## config.mk

```make
export PLATFORM = sky130hd
export DESIGN_NAME = serial_subtractor_flat
export DESIGN_NICKNAME = d
export VERILOG_FILES = /design/src/rtl/sub_pkg.sv /design/src/rtl/serial_subtractor_if.sv /design/src/rtl/full_subtractor.sv /design/src/rtl/serial_subtractor.sv /design/src/flat_wrapper.sv
export SDC_FILE = /design/constraint.sdc
export NUM_CORES = 1
export LEC_CHECK = 0
export BUFFER_PORTS_ARGS = -buffer_cell sky130_fd_sc_hd__buf_4
export CAP_MARGIN = 20
export CORE_MARGIN = 2
export CORE_UTILIZATION = 45
export CTS_CLUSTER_DIAMETER = 50
export CTS_CLUSTER_SIZE = 30
export DETAILED_ROUTE_END_ITERATION = 10
export PLACE_DENSITY_LB_ADDON = 0.08
export SLEW_MARGIN = 20
export SYNTH_ARGS = -nofsm -noshare
export SYNTH_HDL_FRONTEND = slang
export SYNTH_SLANG_ARGS = --single-unit
```

## constraint.sdc

```tcl
create_clock -name clk -period 1.1 [get_ports clk]
set_clock_uncertainty 0.15 [all_clocks]
set_input_delay 0.33 -clock clk [delete_from_list [all_inputs] [get_ports clk]]
set_output_delay 0.33 -clock clk [all_outputs]
set_load 0.05 [all_outputs]
```

## src/rtl/sub_pkg.sv

```systemverilog
// Shared types and constants for the bit-serial subtractor.
package sub_pkg;

   localparam int DEFAULT_WIDTH = 4;

   typedef enum logic [1:0] {
      IDLE = 2'd0,
      CALC = 2'd1,
      DONE = 2'd2
   } state_t;

endpackage

```

## src/rtl/serial_subtractor_if.sv

```systemverilog
// Operand/result handshake bundle between a producer and the serial subtractor.
interface serial_subtractor_if
   import sub_pkg::*;
#(
   parameter int WIDTH = DEFAULT_WIDTH
);

   logic             in_valid;
   logic             in_ready;
   logic [WIDTH-1:0] a;
   logic [WIDTH-1:0] b;
   logic             bin;
   logic             out_valid;
   logic             out_ready;
   logic [WIDTH-1:0] diff;
   logic             bout;

   // master offers operands and consumes results; slave is the subtractor
   modport master (
      output in_valid, a, b, bin, out_ready,
      input  in_ready, out_valid, diff, bout
   );

   modport slave (
      input  in_valid, a, b, bin, out_ready,
      output in_ready, out_valid, diff, bout
   );

endinterface

```

## src/rtl/full_subtractor.sv

```systemverilog
// One-bit full subtractor; the serial datapath reuses this single cell every cycle.
module full_subtractor (
   input  logic a,
   input  logic b,
   input  logic bin,
   output logic diff,
   output logic bout
);

   assign diff = a ^ b ^ bin;
   assign bout = (~a & b) | (~(a ^ b) & bin);

endmodule

```

## src/rtl/serial_subtractor.sv

```systemverilog
// Bit-serial unsigned subtractor: one difference bit per clock, LSB first, borrow kept in a flop.
module serial_subtractor
   import sub_pkg::*;
#(
   parameter int WIDTH = DEFAULT_WIDTH
) (
   input  logic               clk,
   input  logic               rst_n,
   serial_subtractor_if.slave bus
);

   localparam int             CW   = $clog2(WIDTH + 1);
   localparam logic [CW-1:0]  LAST = CW'(WIDTH - 1);

   state_t           r_state;
   logic [WIDTH-1:0] r_aShift;
   logic [WIDTH-1:0] r_bShift;
   logic [WIDTH-1:0] r_diffShift;
   logic             r_borrow;
   logic [CW-1:0]    r_count;
   logic             r_outValid;
   logic             r_inReady;
   logic             r_bout;

   logic             w_diffBit;
   logic             w_borrowNext;
   logic [WIDTH-1:0] w_diffNext;

   full_subtractor u_fullSub (
      .a    (r_aShift[0]),
      .b    (r_bShift[0]),
      .bin  (r_borrow),
      .diff (w_diffBit),
      .bout (w_borrowNext)
   );

   // New result bit enters at the MSB so the word is aligned after WIDTH shifts
   always_comb begin
      w_diffNext            = r_diffShift >> 1;
      w_diffNext[WIDTH-1]   = w_diffBit;
   end

   always_ff @(posedge clk) begin
      if (!rst_n) begin
         r_state     <= IDLE;
         r_aShift    <= '0;
         r_bShift    <= '0;
         r_diffShift <= '0;
         r_borrow    <= 1'b0;
         r_count     <= '0;
         r_outValid  <= 1'b0;
         r_bout      <= 1'b0;
         r_inReady   <= 1'b1;
      end else begin
         case (r_state)
            IDLE: begin
               if (bus.in_valid) begin
                  r_aShift  <= bus.a;
                  r_bShift  <= bus.b;
                  r_borrow  <= bus.bin;
                  r_count   <= '0;
                  r_inReady <= 1'b0;
                  r_state   <= CALC;
               end
            end
            CALC: begin
               r_aShift    <= r_aShift >> 1;
               r_bShift    <= r_bShift >> 1;
               r_diffShift <= w_diffNext;
               r_borrow    <= w_borrowNext;
               r_count     <= r_count + CW'(1);
               // Final bit: the borrow out of the MSB is the result borrow
               if (r_count == LAST) begin
                  r_outValid <= 1'b1;
                  r_bout     <= w_borrowNext;
                  r_state    <= DONE;
               end
            end
            DONE: begin
               if (bus.out_ready) begin
                  r_outValid <= 1'b0;
                  r_bout     <= 1'b0;
                  r_inReady  <= 1'b1;
                  r_state    <= IDLE;
               end
            end
            default: begin
               r_state <= IDLE;
            end
         endcase
      end
   end

   assign bus.in_ready  = r_inReady;
   assign bus.out_valid = r_outValid;
   assign bus.diff      = r_diffShift;
   assign bus.bout      = r_bout;

endmodule

```

## src/flat_wrapper.sv

```systemverilog
// flat-port wrapper written by rule: the top's interface ports become plain ports
module serial_subtractor_flat import sub_pkg::*;
#(
   parameter int WIDTH = DEFAULT_WIDTH
)
  (clk, rst_n, bus_in_valid, bus_a, bus_b, bus_bin, bus_out_ready, bus_in_ready, bus_out_valid, bus_diff, bus_bout);
  serial_subtractor_if #(.WIDTH(WIDTH)) bus_i ();
  input  logic clk;
  input  logic rst_n;
  input wire logic [$bits(bus_i.in_valid)-1:0] bus_in_valid;
  input wire logic [$bits(bus_i.a)-1:0] bus_a;
  input wire logic [$bits(bus_i.b)-1:0] bus_b;
  input wire logic [$bits(bus_i.bin)-1:0] bus_bin;
  input wire logic [$bits(bus_i.out_ready)-1:0] bus_out_ready;
  output wire logic [$bits(bus_i.in_ready)-1:0] bus_in_ready;
  output wire logic [$bits(bus_i.out_valid)-1:0] bus_out_valid;
  output wire logic [$bits(bus_i.diff)-1:0] bus_diff;
  output wire logic [$bits(bus_i.bout)-1:0] bus_bout;
  assign bus_i.in_valid = bus_in_valid;
  assign bus_i.a = bus_a;
  assign bus_i.b = bus_b;
  assign bus_i.bin = bus_bin;
  assign bus_i.out_ready = bus_out_ready;
  assign bus_in_ready = bus_i.in_ready;
  assign bus_out_valid = bus_i.out_valid;
  assign bus_diff = bus_i.diff;
  assign bus_bout = bus_i.bout;
  serial_subtractor #(.WIDTH(WIDTH)) u_core (.clk(clk), .rst_n(rst_n), .bus(bus_i));
endmodule
```

==> results of run 1 <==
## per-stage QoR
stage	setup slack, ns	power (mW)	instances	hold slack, ns
after floorplan	-0.136	1.05	91	0.308
after CTS	-0.206	1.61	153	0.139
after global routing	-0.247	1.71	156	0.144
final	-0.194	1.61	156	0.149
after global placement	-0.175	1.15	144	0.301
after detailed placement	-0.170	1.16	144	0.316
## flip-flops by register name (all words and copies together) (netlist names)
register              count
u_core.r_bShift           4
u_core.r_count            3
u_core.r_aShift           4
u_core.bus.in_ready       1
u_core.r_state            2
u_core.bus.bout           1
u_core.bus.diff           4
u_core.bus.out_valid      1
u_core.r_borrow           1
## cell families (layout without fill, tap and decap cells)
logic type               Yosys count  count (layout)  share of synthesized area
AO/OA/AOI/OAI                     27              27                      0.235
AND/OR/NAND/NOR                   24              24                      0.159
flip-flops                        21              21                      0.444
buffers and inverters             11              49                     0.0608
multiplexers                       5               5                     0.0529
adder cells (fa/ha/maj)            3               3                     0.0476
## cell type report
type / count / area [sq um]
clock buffers: 3 / 22.5
flip-flops and latches: 21 / 440
multi-input cells: 59 / 556
inverters: 5 / 26.3
repair buffers: 40 / 384
clock inverters: 1 / 5.00
well taps: 27 / 33.8
fillers: 148 / 514
## Yosys cell counts, drive strengths merged
cell,number,area share
a21boi,4,0.032
a21oi,2,0.011
a22oi,2,0.016
a2bb2oi,3,0.028
and3,1,0.0066
buf,4,0.033
clkbuf,2,0.0079
dfxtp,21,0.44
fa,1,0.021
ha,2,0.026
inv,5,0.020
mux2i,5,0.053
nand2,3,0.012
nand2b,2,0.016
nand3b,2,0.016
nand4,1,0.0066
nand4b,2,0.019
nor2,5,0.030
nor2b,8,0.053
o21ai,4,0.021
o21bai,1,0.0079
o221a,7,0.083
o22a,4,0.037
## report_power, final
group          leakage [nW]  switching, mW  total, mW  internal (mW)
sequential            0.178         0.0378      0.847          0.810
combinational         0.404          0.166      0.392          0.226
clock                0.0177          0.235      0.371          0.136
total                 0.600          0.439       1.61           1.17
## worst min path at each step
| stage | from | to | slack (ns) | depth (start not counted) |
|---|---|---|---|---|
| after floorplan | u_core.r_aShift[3]$_SDFFE_PN0P_ | u_core.r_aShift[3]$_SDFFE_PN0P_ | 0.31 | 2 |
| after global placement | u_core.bus.out_valid$_SDFFE_PN0P_ | u_core.bus.out_valid$_SDFFE_PN0P_ | 0.30 | 2 |
| after detailed placement | u_core.bus.out_valid$_SDFFE_PN0P_ | u_core.bus.out_valid$_SDFFE_PN0P_ | 0.32 | 2 |
| after CTS | bus_out_ready | u_core.r_state[1]$_SDFFE_PN0P_ | 0.14 | 4 |
| after global routing | bus_out_ready | u_core.bus.in_ready$_SDFFE_PN1P_ | 0.14 | 3 |
| final | bus_out_ready | u_core.r_state[1]$_SDFFE_PN0P_ | 0.15 | 4 |
## routing by layer
layer / GRT usage / vias up / part of all wire / wire length, um
met1: 0.242 / 388 / 0.43 / 904
met5: 0 / - / 0 / 0
met3: 0.0394 / 4 / 0.035 / 75
met2: 0.322 / 16 / 0.52 / 1090
met4: 0.0972 / 0 / 0.020 / 42
li1: - / 413 / - / -
## timing repair
| action | 4_1_cts | 5_1_grt |
|---|---|---|
| resized for setup | 41 | 8 |
| endpoints found under the setup margin | 28 | 28 |
| pin swaps | 10 | 8 |
| hold buffers | 0 | 0 |
| setup buffers | 6 | 3 |
==> results.py, run 1 <==
metrics = {
    "grt": {
        "antenna_found_initial": 0,
        "gr-total-overflow": 0,
        "grt_max_degree": 23,
        "grt_usage": 0.196,
        "grt_pass1_wl_mm": 3.65,
        "grt_pass1_vias": 808,
    },
    "worst_setup_path": {
        "required_ns": 0.62,
        "setup.worst_path.end": "bus_in_ready",
        "end_kind": "primary output",
        "slowest_stage": "dfxtp_2",
        "critPathMaxFanout": 2,
        "crit_buf_inv": 1,
        "rrSetupSlack_ns": -0.17,
        "r2r_end": "u_core.bus.diff[3]$_SDFFE_PN0P_",
        "critical-path-top-delay-family": "flip-flops",
        "crit_path_cell_trace": "buf_8",
        "worstPathArrival_ns": 0.81,
        "crit_path_start_kind": "flop",
        "r2r_cells": 4,
        "timing.rr.start": "u_core.r_borrow$_SDFFE_PN0P_",
        "critical-path-max-stage-delay_ns": 0.37,
        "cp.depth": 1,
        "crit_start": "u_core.bus.in_ready$_SDFFE_PN1P_",
        "crit_type": "reg -> out",
    },
    "routing": {
        "wl_mm": 2.12,
        "wl_per_cell_um": 13.6,
        "drtIter0Drc": 13,
        "routed_via_density": 5.26,
        "firstDrtPassIters": 4,
        "route.detailed.drc": 0,
        "postRouteAntennaNets": 0,
        "vias": 821,
    },
    "sta": {
        "period_share": 1.18,
        "max_freq_ghz": 0.773,
        "worst_slack_ns": -0.194,
        "fin_crit_ns": 1.29,
        "slew_headroom": 0.856,
        "rsz0062_at_grt": "yes",
        "maxSlewViolCount": 0,
        "finalHoldViolCount": 0,
        "setup_violations": 28,
        "setup_tns_ns": -3.38,
        "tightest_slew_ns": 0.216,
    },
    "synth": {
        "synth_area_per_cell_sq_um": 10.4,
        "synth_cells": 91,
        "ys_ff_latch": 21,
        "yosysUniqueCellTypes": 30,
        "synth_nets": 107,
        "synthesis.area_sq_um": 946,
        "yosys_warnings": 0,
        "yosysSeqAreaShare": 0.444,
    },
    "floorplanning": {
        "ioPinCount": 20,
        "start_util": 0.477,
        "dieArea_sq_um": 2480,
        "fp.dieW_um": 49.8,
        "die_h_um": 49.8,
        "placeableCoreArea_sq_um": 1980,
        "rows": 16,
    },
    "run": {
        "max_cap_violations": 0,
    },
    "clock_tree": {
        "cts_tree": "done",
        "cts_made_buffers": 3,
        "clockRootBuffer": "clkbuf_4",
        "clk_pin_slew_ns": 0.12,
        "htreeDepth": 1,
        "cts.sinks": 21,
        "clock_latency_ns": 0.30,
        "clk_path_buf_depth": 2,
    },
    "layout": {
        "fin_nets": 146,
        "final_cell_mix": "buf_4, dfxtp_2, nor2b_1, buf_8, dfxtp_1",
        "num_antenna_cells": 0,
        "drive_gt1_frac": 0.620,
        "postLayoutCoreUtil": 0.741,
        "syn2layout_area_growth_pct": 55.2,
        "final_common_cell": "buf_4",
        "design_area_sq_um": 1470,
    },
    "placed_design": {
        "dpl_cell_area_sq_um": 1230,
        "place.gp.congestion": 0.655,
        "io_buffers": 19,
        "place_hpwl_mm": 1.40,
    },
    "power": {
        "ir_drop_v": 0.000807,
        "power_density_nw_per_um2": 1100,
        "p_leak_nw": 0.600,
    },
    "status": {
        "violations": "setup timing",
        "status": "finished, violations left",
    },
    "min_path": {
        "hold_class": "in -> reg",
    },
}
Note: power is estimated with default switching activity, not from simulation.
==> run 2: changes to the inputs <==
- SETUP_SLACK_MARGIN: not set -> 0.1
==> run 2 against run 1 <==
The run still ends with setup timing left. Die area unchanged. Power about the same. Wire length up 2.7%.
==> results.py, run 2 (same netlist as run 1, synthesis figures left out) <==
metrics = {
    "routing": {
        "firstDrtPassIters": 4,
        "drtIter0Drc": 9,
        "routed_via_density": 5.12,
        "vias": 798,
        "route.detailed.drc": 0,
        "wl_mm": 2.17,
        "postRouteAntennaNets": 0,
        "wl_per_cell_um": 13.9,
    },
    "grt": {
        "antenna_found_initial": 0,
        "grt_pass1_wl_mm": 3.70,
        "gr-total-overflow": 0,
        "grt_pass1_vias": 840,
        "grt_max_degree": 23,
        "grt_usage": 0.194,
    },
    "floorplanning": {
        "dieArea_sq_um": 2480,
        "start_util": 0.477,
        "rows": 16,
        "placeableCoreArea_sq_um": 1980,
        "fp.dieW_um": 49.8,
        "die_h_um": 49.8,
        "ioPinCount": 20,
    },
    "min_path": {
        "hold_class": "in -> reg",
    },
    "placed_design": {
        "io_buffers": 19,
        "place.gp.congestion": 0.788,
        "dpl.cell_count": 144,
        "post-place-ws_ns": -0.182,
        "dpl_cell_area_sq_um": 1260,
        "place_hpwl_mm": 1.49,
    },
    "power": {
        "power_mw": 1.61,
        "swShare": 0.269,
        "p_sw_mw": 0.433,
        "ir_drop_v": 0.000659,
        "power_density_nw_per_um2": 1090,
        "seq_power_share": 0.525,
        "clkPwrFrac": 0.225,
        "internal_power_mw": 1.18,
        "p_leak_nw": 0.605,
        "power_frac_comb": 0.249,
    },
    "worst_setup_path": {
        "slowest_stage": "fa_2",
        "crit_buf_inv": 0,
        "worstPathArrival_ns": 1.38,
        "end_kind": "flop",
        "critical-path-top-delay-family": "adder cells",
        "critPathMaxFanout": 2,
        "critical-path-max-stage-delay_ns": 0.56,
        "crit_type": "reg -> reg",
        "crit_path_start_kind": "flop",
        "crit_path_cell_trace": "fa_2 > mux2i_1 > nor2b_1",
        "required_ns": 1.18,
    },
    "clock_tree": {
        "cts_tree": "done",
        "clockRootBuffer": "clkbuf_4",
        "clock_latency_ns": 0.29,
        "cts.sinks": 21,
        "cts_made_buffers": 3,
        "clk_path_buf_depth": 2,
        "clk_pin_slew_ns": 0.11,
        "htreeDepth": 1,
    },
    "sta": {
        "worst_slack_ns": -0.203,
        "fin_crit_ns": 1.30,
        "slew_headroom": 0.848,
        "period_share": 1.18,
        "rsz0062_at_grt": "yes",
        "maxSlewViolCount": 0,
        "max_freq_ghz": 0.768,
        "finalHoldViolCount": 0,
        "setup_violations": 28,
        "setup_tns_ns": -3.29,
        "tightest_slew_ns": 0.228,
    },
    "layout": {
        "multi_input_area_sq_um": 567,
        "final_common_cell": "buf_4",
        "final_cell_mix": "buf_4, dfxtp_2, nor2b_1, dfxtp_1",
        "drive_gt1_frac": 0.628,
        "fin_nets": 146,
        "syn2layout_area_growth_pct": 56.1,
        "design_area_sq_um": 1480,
        "num-fill-cells": 146,
        "final_cells": 156,
        "regArea_sq_um": 443,
        "num_antenna_cells": 0,
    },
    "status": {
        "violations": "setup timing",
        "status": "finished, violations left",
    },
    "run": {
        "max_cap_violations": 0,
    },
}
run 2: cell types whose count changed in the layout (fill, tap and decap cells not counted), sizes merged:
cell,delta
clkbuf,+1
clkinv,-1
run 2: power by group through the flow:
stage | registers (mW) | logic (mW) | clock network [mW]
after CTS | 0.847 | 0.377 | 0.370
after floorplan | 0.888 | 0.168 | 0
final | 0.847 | 0.401 | 0.363
after global routing | 0.851 | 0.432 | 0.419
after global placement | 0.860 | 0.310 | 0
after detailed placement | 0.864 | 0.319 | 0
run 2: layer usage:
metal  global-route usage  share of wire  vias up  wire (um)
li1                     -              -      414          -
met1                0.255           0.48      373       1040
met4               0.0417              0        0          0
met5                    0              0        -          0
met3               0.0364          0.029        0         62
met2                0.331           0.49       11       1070
run 2: area by class of cell:
cell class / instances / share of cell area
flip-flops and latches: 21 / 0.300
well taps: 27 / 0.0229
repair buffers: 40 / 0.258
clock buffers: 4 / 0.0178
inverters: 5 / 0.0178
multi-input cells: 59 / 0.384
run 2: what timing repair did:
item	CTS	global route
hold buffers	0	0
gates resized for setup	27	9
endpoints found under the setup margin	28	28
pin swaps	7	5
buffers inserted	5	3
run 2: final timing paths:
check / start / endpoint / depth (start not counted) / slack [ns]
worst max-delay path: u_core.r_aShift[0]$_SDFFE_PN0P_ / u_core.bus.diff[3]$_SDFFE_PN0P_ / 3 / -0.20
worst min-delay path: bus_out_ready / u_core.r_state[1]$_SDFFE_PN0P_ / 4 / 0.15
worst max register to register: u_core.r_aShift[0]$_SDFFE_PN0P_ / u_core.bus.diff[3]$_SDFFE_PN0P_ / 3 / -0.20
worst min register to register: u_core.bus.out_valid$_SDFFE_PN0P_ / u_core.bus.out_valid$_SDFFE_PN0P_ / 2 / 0.32
run 2: stage by stage:
step	utilization	hold WS, ns
2_1_floorplan	-	0.308
3_3_place_gp	0.638	0.289
3_5_place_dp	0.638	0.296
4_1_cts	0.715	0.146
5_1_grt	0.745	0.146
6_report	0.745	0.153
run 2: worst reg2reg max path, cell delays in order, from the launching register on:
cell and delay, ns:
dfxtp_2 0.35, fa_2 0.56, mux2i_1 0.07, nor2b_1 0.11
